==> src/rtl/adder_measure_pkg.sv <==
// Shared types and default sizes for the adder measurement controller.
package adder_measure_pkg;

  localparam int DEFAULT_WIDTH  = 32;
  localparam int DEFAULT_WIN_W  = 16;
  localparam int DEFAULT_SETTLE = 4;

  typedef enum logic [2:0] {
    IDLE    = 3'd0,
    LOAD    = 3'd1,
    RUN     = 3'd2,
    SETTLE  = 3'd3,
    CAPTURE = 3'd4
  } state_t;

endpackage

==> src/rtl/adder_measure_ctrl.sv <==
// Measurement initiator for the instrumented ripple adder: load, timed ring window, settle, capture.
// Optional build macro ADDER_MEASURE_SELFCHECK_EN adds a 'mismatch' output comparing the sum to a+b.
module adder_measure_ctrl
  import adder_measure_pkg::*;
#(
  parameter int WIDTH         = DEFAULT_WIDTH,
  parameter int WIN_W         = DEFAULT_WIN_W,
  parameter int SETTLE_CYCLES = DEFAULT_SETTLE
) (
  input  logic             wb_clk_i,
  input  logic             wb_rst_i,
  input  logic             start,
  input  logic [WIDTH-1:0] op_a,
  input  logic [WIDTH-1:0] op_b,
  input  logic [WIDTH-1:0] ring_sel,
  input  logic [WIN_W-1:0] window,
  output logic             busy,
  output logic             done,
  output logic [WIDTH-1:0] sum_out,
  output logic [WIDTH-1:0] count_out,
  output logic [WIDTH-1:0] adder_a,
  output logic [WIDTH-1:0] adder_b,
  output logic [WIDTH-1:0] adder_ring,
  output logic             adder_run,
  output logic             adder_clr,
  input  logic [WIDTH-1:0] adder_sum,
  input  logic [WIDTH-1:0] adder_count,
  output state_t           state_dbg
`ifdef ADDER_MEASURE_SELFCHECK_EN
  ,
  output logic             mismatch
`endif
);

  // Handshake: start is honoured only in IDLE; busy spans accept..done, done is a
  // single-cycle pulse and results stay valid until the next capture.

  localparam logic [WIN_W-1:0] SETTLE_LOAD = WIN_W'(SETTLE_CYCLES - 1);
  localparam logic [WIN_W-1:0] ONE         = WIN_W'(1);

  state_t           state_q, state_d;
  logic [WIN_W-1:0] cnt_q, cnt_d;
  logic             accept, capture;

  logic [WIDTH-1:0] op_a_q, op_b_q, ring_q;

  always_ff @(posedge wb_clk_i or posedge wb_rst_i) begin
    if (wb_rst_i) begin
      state_q <= IDLE;
      cnt_q   <= '0;
    end else begin
      state_q <= state_d;
      cnt_q   <= cnt_d;
    end
  end

  // One down-counter times both the ring window and the settle interval.
  always_comb begin
    state_d = state_q;
    cnt_d   = cnt_q;
    accept  = 1'b0;
    capture = 1'b0;
    case (state_q)
      IDLE: begin
        if (start) begin
          accept  = 1'b1;
          state_d = LOAD;
          cnt_d   = window;
        end
      end
      LOAD: begin
        if (cnt_q == '0) begin
          state_d = SETTLE;
          cnt_d   = SETTLE_LOAD;
        end else begin
          state_d = RUN;
          cnt_d   = cnt_q - ONE;
        end
      end
      RUN: begin
        if (cnt_q == '0) begin
          state_d = SETTLE;
          cnt_d   = SETTLE_LOAD;
        end else begin
          cnt_d = cnt_q - ONE;
        end
      end
      SETTLE: begin
        if (cnt_q == '0) begin
          state_d = CAPTURE;
        end else begin
          cnt_d = cnt_q - ONE;
        end
      end
      CAPTURE: begin
        capture = 1'b1;
        state_d = IDLE;
      end
      default: state_d = IDLE;
    endcase
  end

  // Operand latches double as the adder drive, so they change only when LOAD begins.
  always_ff @(posedge wb_clk_i or posedge wb_rst_i) begin
    if (wb_rst_i) begin
      op_a_q    <= '0;
      op_b_q    <= '0;
      ring_q    <= '0;
      busy      <= 1'b0;
      done      <= 1'b0;
      sum_out   <= '0;
      count_out <= '0;
    end else begin
      done <= capture;
      if (accept) begin
        op_a_q <= op_a;
        op_b_q <= op_b;
        ring_q <= ring_sel;
        busy   <= 1'b1;
      end else if (capture) begin
        busy <= 1'b0;
      end
      if (capture) begin
        sum_out   <= adder_sum;
        count_out <= adder_count;
      end
    end
  end

`ifdef ADDER_MEASURE_SELFCHECK_EN
  logic [WIDTH-1:0] ref_sum;
  assign ref_sum = op_a_q + op_b_q;

  always_ff @(posedge wb_clk_i or posedge wb_rst_i) begin
    if (wb_rst_i) begin
      mismatch <= 1'b0;
    end else if (capture) begin
      mismatch <= (adder_sum != ref_sum);
    end
  end
`endif

  // Decoded from the state register so an async reset drops them immediately.
  assign adder_run  = (state_q == RUN);
  assign adder_clr  = (state_q == LOAD);
  assign adder_a    = op_a_q;
  assign adder_b    = op_b_q;
  assign adder_ring = ring_q;
  assign state_dbg  = state_q;

endmodule

==> config.mk <==
export PLATFORM = sky130hd
export DESIGN_NAME = adder_measure_ctrl
export DESIGN_NICKNAME = d
export VERILOG_FILES = /design/src/rtl/adder_measure_pkg.sv /design/src/rtl/adder_measure_ctrl.sv
export SDC_FILE = /design/constraint.sdc
export NUM_CORES = 1
export LEC_CHECK = 0
export ABC_AREA = 1
export BUFFER_PORTS_ARGS = -buffer_cell sky130_fd_sc_hd__clkbuf_2
export CAP_MARGIN = 25
export CORE_AREA = 3 3 134 136
export CTS_CLUSTER_DIAMETER = 150
export DETAILED_ROUTE_END_ITERATION = 8
export DIE_AREA = 0 0 137 139
export PLACE_DENSITY = 0.77
export SYNTH_ARGS = -nofsm -noshare
export SYNTH_HDL_FRONTEND = slang
export SYNTH_SLANG_ARGS = --single-unit
==> constraint.sdc <==
create_clock -name wb_clk_i -period 8.7 [get_ports wb_clk_i]
set_input_delay 0.435 -clock wb_clk_i [delete_from_list [all_inputs] [get_ports wb_clk_i]]
set_output_delay 0.435 -clock wb_clk_i [all_outputs]
set_load 0.01 [all_outputs]
After elaboration in Yosys (flattened, before gate mapping). Index checks and enable logic that the tools add are counted. W data, S select, Z words.

Reductions and logical operators: 7. Multiplexer cells: 14. Add/sub/neg operators: 1. Equal/unequal tests: 8.

Operators with widths (number): $mux W16 (3); $pmux W16 S3 (1); $logic_not A16 Y1 (1); $sub A16 B1 Y16 const B (1); $pmux W3 S4 (1); $mux W3 (3); $eq A3 B2 Y1 const B (2); $mux W1 (6); $ne A2 B2 Y1 const B (3); $reduce_and A3 Y1 (2); $eq A3 B1 Y1 const B (1); $eq A3 B3 Y1 const B (1); $logic_not A3 Y1 (1); $reduce_bool A3 Y1 (1); $ne A2 B1 Y1 const B (1); $reduce_bool A2 Y1 (1); $reduce_or A2 Y1 (1).

Output and inout port bits: 167. Input port bits: 179. Logic and storage cells: 39. Flip-flop bits (word level): 181.

Logic depth before layout (Yosys ltp). Gate-level depths: netlist of run 1.

Word-level depth: 4. Gate-level depth with buffers: 10. Mapped depth without buffers: 10.

Worst setup path before layout of run 1. Ideal clock, no wire load.

Kind: register -> register. From: register cnt_q[0]. To: register cnt_q[2]. Cell stages (with the launch flop): 11. Arrival time: 1493 ps. Period minus slack after synthesis: 1611 ps. Path slack: 7089 ps. Path buffers: 1. Cell sequence: dfrtp_1 > inv_1 > ha_1 > nand2_2 > nor2_4 > nand3_4 > nand2_8 > inv_6 > buf_8 > nor2_2 > nor2_1.

Word-level cells in the longest chain between the ends: 3. Elaborated cells on any way between the ends: 7. Classes of those cells: 1 x add/sub; 1 x eq/ne; 3 x mux; 2 x reduce/logical.

RTL lines: start, declared (RTL line adder_measure_ctrl.sv:42) `logic [WIN_W-1:0] cnt_q, cnt_d;`; start signal, assigned (RTL line adder_measure_ctrl.sv:53) `cnt_q <= cnt_d;`; $sub A16 B1 Y16 or $logic_not A16 Y1 (tied branches); $mux W16, or another cell as far along (RTL line adder_measure_ctrl.sv:89) `if (cnt_q == '0) begin`; $pmux W16 S3 or $reduce_and A3 Y1 (tied branches).

Several ways; a longest one is shown, not always the timed one. The select of a mux whose other input is x is not followed. A chain may end at the register's enable or synchronous reset.

Worst setup path in the final report of run 1.
From: register state_q[0], in the netlist state_dbg[0]. To: register op_b_q[19], in the netlist adder_b[19].

Word-level cells in the longest chain between the ends: 2.

RTL lines: start, declared (RTL line adder_measure_ctrl.sv:41) `state_t state_q, state_d;`; start signal, assigned (RTL line adder_measure_ctrl.sv:52) `state_q <= state_d;`; $logic_not A3 Y1 (RTL line adder_measure_ctrl.sv:63) `case (state_q)`; $mux W1 (RTL line adder_measure_ctrl.sv:63); end signal, assigned (RTL line adder_measure_ctrl.sv:117) `op_b_q <= op_b;`; end, declared (RTL line adder_measure_ctrl.sv:45) `logic [WIDTH-1:0] op_a_q, op_b_q, ring_q;`.

Every way passes these cells.

==> results.json, run 1 <==
{
  "max-cap-violations": 0,
  "detailedPlace.worstSlack_ps": 6310,
  "dr_total_vias": 6118,
  "timing.final.max_slew_violations": 0,
  "initial_utilization_pct": 44.7,
  "cts.reportedPaths.clkPinSlew_ps": 70,
  "cts_max_level": 4,
  "grt_start_max_net_pins": 75,
  "dp_hpwl_um": 14600,
  "avgRoutedWirePerCell_um": 15.4,
  "reg2regPathDepth": 5,
  "number_of_buffers_created_by_cts": 17,
  "synthesis.area_per_instance_sq_um": 10.7,
  "number_of_hold_buffers_added_after_cts": 0,
  "gr-usage-all-layers_pct": 20.6,
  "status": "completed",
  "routed_via_density": 4.74,
  "postLayoutCellArea_sq_mm": 0.0102,
  "synth_common_cells": "sky130_fd_sc_hd__nand2_1, sky130_fd_sc_hd__dfrtp_1, sky130_fd_sc_hd__mux2_2",
  "netlist_instances": 711,
  "power.density_mw_per_mm2": 228,
  "hold_path_class": "in2async",
  "fin_setup_tns_ps": 0,
  "synthDominantCellAreaShare_pct": 59.4,
  "peak_supply_drop_mv": 0.124,
  "synth_top_cell_by_area": "sky130_fd_sc_hd__dfrtp_1",
  "setup_viol_count_final": 0,
  "cp_max_fo": 62,
  "leakage_uw": 0.00572,
  "die_area_sq_mm": 0.0190,
  "die-width_um": 137,
  "critical_path_class": "reg2reg",
  "fmax_mhz": 473,
  "placed_cells_incl_taps": 1259,
  "max-clock-path-buffers": 2,
  "finalWirelength_um": 19800,
  "gp_routability_congestion": 0.805,
  "finish.cell_count_without_fillers": 1292,
  "startpoint_type": "flip-flop",
  "rows": 48,
  "cts-root-buf": "sky130_fd_sc_hd__clkbuf_16",
  "worst-endpoint-arrival_ps": 2410,
  "fraction_of_final_layout_cells_with_drive_strength_greater_than_1_pct": 47.7,
  "r2r_start": "state_dbg[0]",
  "synth-edff-count": 0,
  "postSynthRegisterBits": 181,
  "dr_iter_0_viols": 313,
  "post_synth_instance_area_sq_mm": 0.00762,
  "synth.net_count": 891,
  "first_global_vias": 6193,
  "tritoncts": "yes",
  "grt_antenna_before_repair": 1,
  "grt_pass1_wl_um": 31300,
  "final_period_minus_worst_setup_slack_ps": 2110,
  "synth.yosys.warnings": 0,
  "area_post_placement_sq_mm": 0.00952,
  "post_cts.repair.setup_buffers": 0,
  "worstReg2RegEnd": "adder_b[19]",
  "worst_skew_pair.late_latency_ps": 430,
  "asyncSetResetFlopFracSynth_pct": 100,
  "layout.nets": 1235,
  "final_hold_violation_count": 0,
  "grt_setup_unrepaired": "false",
  "yosys.cell_count.top_type": "sky130_fd_sc_hd__nand2_1",
  "placeableCoreArea_sq_mm": 0.0171,
  "post_synth_main_area_contributors": "sky130_fd_sc_hd__dfrtp_1, sky130_fd_sc_hd__nand2_1, sky130_fd_sc_hd__mux2_2",
  "synth.lib_cells_used.distinct": 31,
  "final_critical_path_setup_slack_ps": 6590,
  "critPathCaptureType": "flip-flop",
  "seq_area_frac_synth_pct": 59.4,
  "route.detailed.drc": 0,
  "cp.required_ps": 9000,
  "globalRoute.totalOverflow": 0,
  "area_growth_pct": 33.7,
  "postRouteAntennaNets": 0,
  "relative_slew_slack_pct": 49.3,
  "io-pin-count": 346,
  "postCtsResizedCells": 0,
  "cts.sinks": 181,
  "reg2reg_setup_slack_ps": 6590,
  "synth-main-ff-cell": "sky130_fd_sc_hd__dfrtp_1",
  "drtPass1Iterations": 4,
  "vertical_die_dimension_um": 139,
  "final.period_utilization_pct": 24.3,
  "worstMarginPinSlew_ps": 760,
  "place.port_buffers": 345,
  "timing.clock.skew_ps": 13.4
}
==> metal layers <==
layer	vias up	part of all wire [%]	GRT usage [%]
li1	2941	-	-
met1	2877	39	24.4
met2	256	50	35.8
met3	44	7.7	5.33
met4	0	2.7	7.88
met5	-	0	0
==> final cells by class <==
class	count	area, sq um
diodes	1	2.50
inverters	30	123
clock inverters	13	194
well taps	225	282
multi-input cells	474	2830
repair buffers	351	1800
clock buffers	17	425
fillers	1424	6860
flip-flops and latches	181	4530
==> layout by cell type (no fill, tap or decap) <==
cell and count:
sky130_fd_sc_hd__inv_1 24, sky130_fd_sc_hd__ha_1 1, sky130_fd_sc_hd__dfrtp_1 181, sky130_fd_sc_hd__nand2_1 264, sky130_fd_sc_hd__buf_12 1, sky130_fd_sc_hd__buf_4 4, sky130_fd_sc_hd__buf_16 1, sky130_fd_sc_hd__xor2_1 5
sky130_fd_sc_hd__nand3b_1 3, sky130_fd_sc_hd__inv_8 1, sky130_fd_sc_hd__nand2_8 1, sky130_fd_sc_hd__o21ai_0 7, sky130_fd_sc_hd__diode_2 1, sky130_fd_sc_hd__nor2_2 9, sky130_fd_sc_hd__inv_2 4, sky130_fd_sc_hd__nand2_2 6
sky130_fd_sc_hd__a21oi_4 1, sky130_fd_sc_hd__mux2_2 67, sky130_fd_sc_hd__a21oi_1 10, sky130_fd_sc_hd__nand4_1 1, sky130_fd_sc_hd__o21ai_2 2, sky130_fd_sc_hd__nor2_4 3, sky130_fd_sc_hd__inv_6 6, sky130_fd_sc_hd__o21bai_2 1
sky130_fd_sc_hd__bufinv_16 4, sky130_fd_sc_hd__clkbuf_2 345, sky130_fd_sc_hd__mux2_4 29, sky130_fd_sc_hd__nand3_4 2, sky130_fd_sc_hd__nand3_1 15, sky130_fd_sc_hd__clkinvlp_4 3, sky130_fd_sc_hd__clkbuf_16 17, sky130_fd_sc_hd__clkinv_2 1
sky130_fd_sc_hd__nor2_1 46, sky130_fd_sc_hd__nor4_1 1
==> per-stage QoR <==
stage	util, %	power, uW	hold slack [ps]
after floorplan	-	1330	509
after global placement	55.8	1510	461
after detailed placement	55.8	1520	464
after CTS	59.5	2350	87.5
after global routing	59.8	2450	106
final	59.8	2330	81.3
==> critical path: stages (launching register included) <==
cell and delay, ps:
sky130_fd_sc_hd__dfrtp_1 500, sky130_fd_sc_hd__inv_1 130, sky130_fd_sc_hd__nand3_4 290, sky130_fd_sc_hd__buf_4 300
sky130_fd_sc_hd__buf_16 340, sky130_fd_sc_hd__mux2_2 390
==> report_power, final <==
part	internal (uW)	leakage (uW)	switching [uW]	total, uW
clock network	483	0.000295	335	819
registers	961	0.00218	93.0	1050
logic	215	0.00325	241	456
total	1660	0.00572	669	2330
==> logic make-up after synthesis <==
family                   count (synthesis)  synth area share [%]
flip-flops                             181                  59.4
buffers and inverters                   56                  3.56
AO/OA/AOI/OAI                           21                  1.71
multiplexers                            96                  15.6
AND/OR/NAND/NOR                        351                  19.0
adder cells (fa/ha/maj)                  1                 0.164
XOR/XNOR                                 5                 0.574
==> worst max path at each step <==
stage,from,end,slack [ps],depth (start not counted)
floorplan,wb_rst_i,adder_a[0],3350,1
global placement,state_dbg[0],sum_out[29],6350,6
detailed placement,state_dbg[1],count_out[24],6310,6
CTS,state_dbg[1],count_out[24],6290,6
global route,state_dbg[0],adder_b[19],6460,5
finish,state_dbg[0],adder_b[19],6590,5
==> sequential cells by signal, summed over array words and instances (netlist names) <==
name / flops
adder_ring: 32
done: 1
adder_a: 32
busy: 1
count_out: 32
cnt_q: 16
adder_b: 32
sum_out: 32
state_dbg: 3
(Power assumes the default switching activity.)
==> inputs of run 2 (changes only) <==
--- a/config.mk
+++ b/config.mk
@@ -5,14 +5,14 @@
 export SDC_FILE = /design/constraint.sdc
 export NUM_CORES = 1
 export LEC_CHECK = 0
-export ABC_AREA = 1
+export ABC_AREA = 0
 export BUFFER_PORTS_ARGS = -buffer_cell sky130_fd_sc_hd__clkbuf_2
 export CAP_MARGIN = 25
-export CORE_AREA = 3 3 134 136
+export CORE_AREA = 3 3 133 135
 export CTS_CLUSTER_DIAMETER = 150
 export DETAILED_ROUTE_END_ITERATION = 8
-export DIE_AREA = 0 0 137 139
-export PLACE_DENSITY = 0.77
+export DIE_AREA = 0 0 136 138
+export PLACE_DENSITY = 0.75
 export SYNTH_ARGS = -nofsm -noshare
 export SYNTH_HDL_FRONTEND = slang
 export SYNTH_SLANG_ARGS = --single-unit
==> constraint.sdc (replaced) <==
create_clock -name wb_clk_i -period 2.1 [get_ports wb_clk_i]
set_input_delay 0.105 -clock wb_clk_i [delete_from_list [all_inputs] [get_ports wb_clk_i]]
set_output_delay 0.105 -clock wb_clk_i [all_outputs]
set_load 0.01 [all_outputs]
==> results.json, run 2 <==
{
  "post_cts.repair.setup_buffers": 0,
  "first_global_vias": 6667,
  "design_power_total_uw": 7100,
  "gr-usage-all-layers_pct": 25.6,
  "finalWirelength_um": 24500,
  "critical_path_class": "reg2reg",
  "grt_start_max_net_pins": 47,
  "die_area_sq_mm": 0.0188,
  "asyncSetResetFlopFracSynth_pct": 100,
  "grt_pass1_wl_um": 37200,
  "fraction_of_final_layout_cells_with_drive_strength_greater_than_1_pct": 42.4,
  "routed_via_density": 4.99,
  "peak_supply_drop_mv": 0.504,
  "timing.final.max_slew_violations": 0,
  "mostFrequentLayoutCell": "sky130_fd_sc_hd__clkbuf_2",
  "power.density_mw_per_mm2": 606,
  "synthDominantCellAreaShare_pct": 62.8,
  "number_of_buffers_created_by_cts": 17,
  "yosys.cell_count.top_type": "sky130_fd_sc_hd__dfrtp_1",
  "synth-edff-count": 0,
  "layout.nets": 1197,
  "seq_area_frac_synth_pct": 62.8,
  "drtPass1Iterations": 4,
  "postRouteAntennaNets": 0,
  "hold_path_class": "in2reg",
  "cp_max_fo": 18,
  "worst_skew_pair.late_latency_ps": 420,
  "io-pin-count": 346,
  "post_synth_instance_area_sq_mm": 0.00721,
  "setup_viol_count_final": 0,
  "cts.reportedPaths.clkPinSlew_ps": 70,
  "post_synth_main_area_contributors": "sky130_fd_sc_hd__dfrtp_1, sky130_fd_sc_hd__mux2_1, sky130_fd_sc_hd__mux2_2",
  "grt_setup_unrepaired": "false",
  "synth.yosys.warnings": 0,
  "synthesis.area_per_instance_sq_um": 14.8,
  "relative_slew_slack_pct": 56.9,
  "tritoncts": "yes",
  "avgRoutedWirePerCell_um": 19.6,
  "vertical_die_dimension_um": 138,
  "fmax_mhz": 512,
  "crit_slowest_cell": "sky130_fd_sc_hd__dfrtp_1",
  "timing.clock.skew_ps": 15.9,
  "final.period_utilization_pct": 93.0,
  "max-clock-path-buffers": 2,
  "grt_antenna_before_repair": 1,
  "worstMarginPinSlew_ps": 645,
  "hold_path_depth": 4,
  "placeableCoreArea_sq_mm": 0.0166,
  "leakage_uw": 0.00645,
  "rows": 47,
  "startpoint_type": "flip-flop",
  "final_period_minus_worst_setup_slack_ps": 1950,
  "dr_total_vias": 6253,
  "globalRoute.totalOverflow": 0,
  "die-width_um": 136,
  "synth_top_cell_by_area": "sky130_fd_sc_hd__dfrtp_1",
  "cts_max_level": 4,
  "max-cap-violations": 0,
  "max_stage_delay_ps": 400,
  "cp.required_ps": 2400,
  "final_cell_mix": "sky130_fd_sc_hd__clkbuf_2, sky130_fd_sc_hd__dfrtp_1, sky130_fd_sc_hd__dlygate4sd3_1",
  "cts.sinks": 181,
  "initial_utilization_pct": 43.5,
  "dp_hpwl_um": 15700,
  "synth.lib_cells_used.distinct": 44,
  "cts-root-buf": "sky130_fd_sc_hd__clkbuf_16",
  "synth_common_cells": "sky130_fd_sc_hd__dfrtp_1, sky130_fd_sc_hd__mux2_1, sky130_fd_sc_hd__mux2_2",
  "synth.net_count": 666,
  "critical_path.cell_chain": "inv_1 -> ha_1 -> nor4b_4 -> nand4_4 -> a21oi_4 -> buf_12 -> o21ai_0 -> a22o_1",
  "netlist_instances": 486,
  "dr_iter_0_viols": 251,
  "gp_routability_congestion": 0.893,
  "final_hold_violation_count": 0,
  "critPathCaptureType": "flip-flop",
  "final_core_util_pct": 70.6,
  "synth-main-ff-cell": "sky130_fd_sc_hd__dfrtp_1",
  "status": "completed",
  "area_growth_pct": 62.4,
  "place.port_buffers": 345,
  "reg2regPathDepth": 8,
  "worst-endpoint-arrival_ps": 2250,
  "postSynthRegisterBits": 181,
  "route.detailed.drc": 0
}
-- run 2: cell types whose count changed after synthesis, sizes merged, moves of 5 or more --
cell / delta
nand2: -257
a21oi: -5
nand3: -16
o21ai: +14
a22o: +9
mux2: +64
nor2: -41
nor3: +6
inv: -24
-- run 2: stage by stage --
| stage | cells | area [sq um] | hold slack (ps) | setup TNS, ps | worst slack, ps |
|---|---|---|---|---|---|
| 5_1_grt | 1251 | 11700 | 42.8 | 0 | 4.23 |
| 2_1_floorplan | 486 | 7220 | 240 | -59290 | -328 |
| 3_3_place_gp | 1051 | 9430 | 193 | 0 | 127 |
| 4_1_cts | 1250 | 11700 | 21.8 | 0 | 7.75 |
| 3_5_place_dp | 1051 | 9430 | 196 | 0 | 55.4 |
| 6_report | 1252 | 11700 | 39.8 | 0 | 146 |
-- run 2: path summary, 6_finish.rpt --
path / slack (ps) / from / end
setup / recovery: 150 / cnt_q[0] / cnt_q[11]
hold / removal: 40 / window[9] / cnt_q[9]
setup reg to reg: 150 / cnt_q[0] / cnt_q[11]
hold reg to reg: 490 / sum_out[9] / sum_out[9]
max in group asynchronous: 1120 / wb_rst_i / adder_b[23]
min in group asynchronous: 320 / wb_rst_i / adder_a[21]
-- run 2: per-layer routing --
layer  part of all wire [%]  wire, um  vias up  GRT usage, %
li1                       -         -     2815             -
met1                     36      8730     3120          27.7
met2                     54     13300      259          46.9
met3                    6.5      1590       59          7.27
met4                    3.7       911        0          9.87
met5                      0         0        -             0
-- run 2: power by group --
part | internal, uW | switching (uW)
combinational | 338 | 190
clock | 1610 | 1480
sequential | 3480 | 0
total | 5430 | 1670
-- run 2: timing repair --
item | in CTS | in global routing
hold buffers | 167 | 0
setup endpoints to repair | 0 | 12
resized for setup | 0 | 3
hold endpoints to repair | 182 | 0
-- run 2: area by class of cell --
| cell class | instances | area (sq um) |
|---|---|---|
| repair buffers | 537 | 3740 |
| multi-input cells | 274 | 2560 |
| well taps | 220 | 275 |
| diodes | 2 | 5.00 |
| inverters | 6 | 26.3 |
| clock buffers | 18 | 439 |
| clock inverters | 14 | 143 |
| fillers | 1115 | 4870 |
| flip-flops and latches | 181 | 4530 |
-- run 2: worst max-delay path, delay by kind of cell (launching register included) --
kind	cells	cell delay, ps
compound gates	3	500
flops	1	400
fa+ha+maj	1	220
buf+inv	2	260
simple gates	2	460
-- run 2: cell families (layout without fill, tap and decap cells) --
group / after synthesis / after routing / synth area share [%]
compound gates: 58 / 58 / 5.53
xor+xnor: 1 / 1 / 0.121
fa+ha+maj: 1 / 1 / 0.173
buf+inv: 31 / 575 / 2.17
flops: 181 / 181 / 62.8
mux: 160 / 160 / 25.0
other cells: 0 / 2 / 0
simple gates: 54 / 54 / 4.23
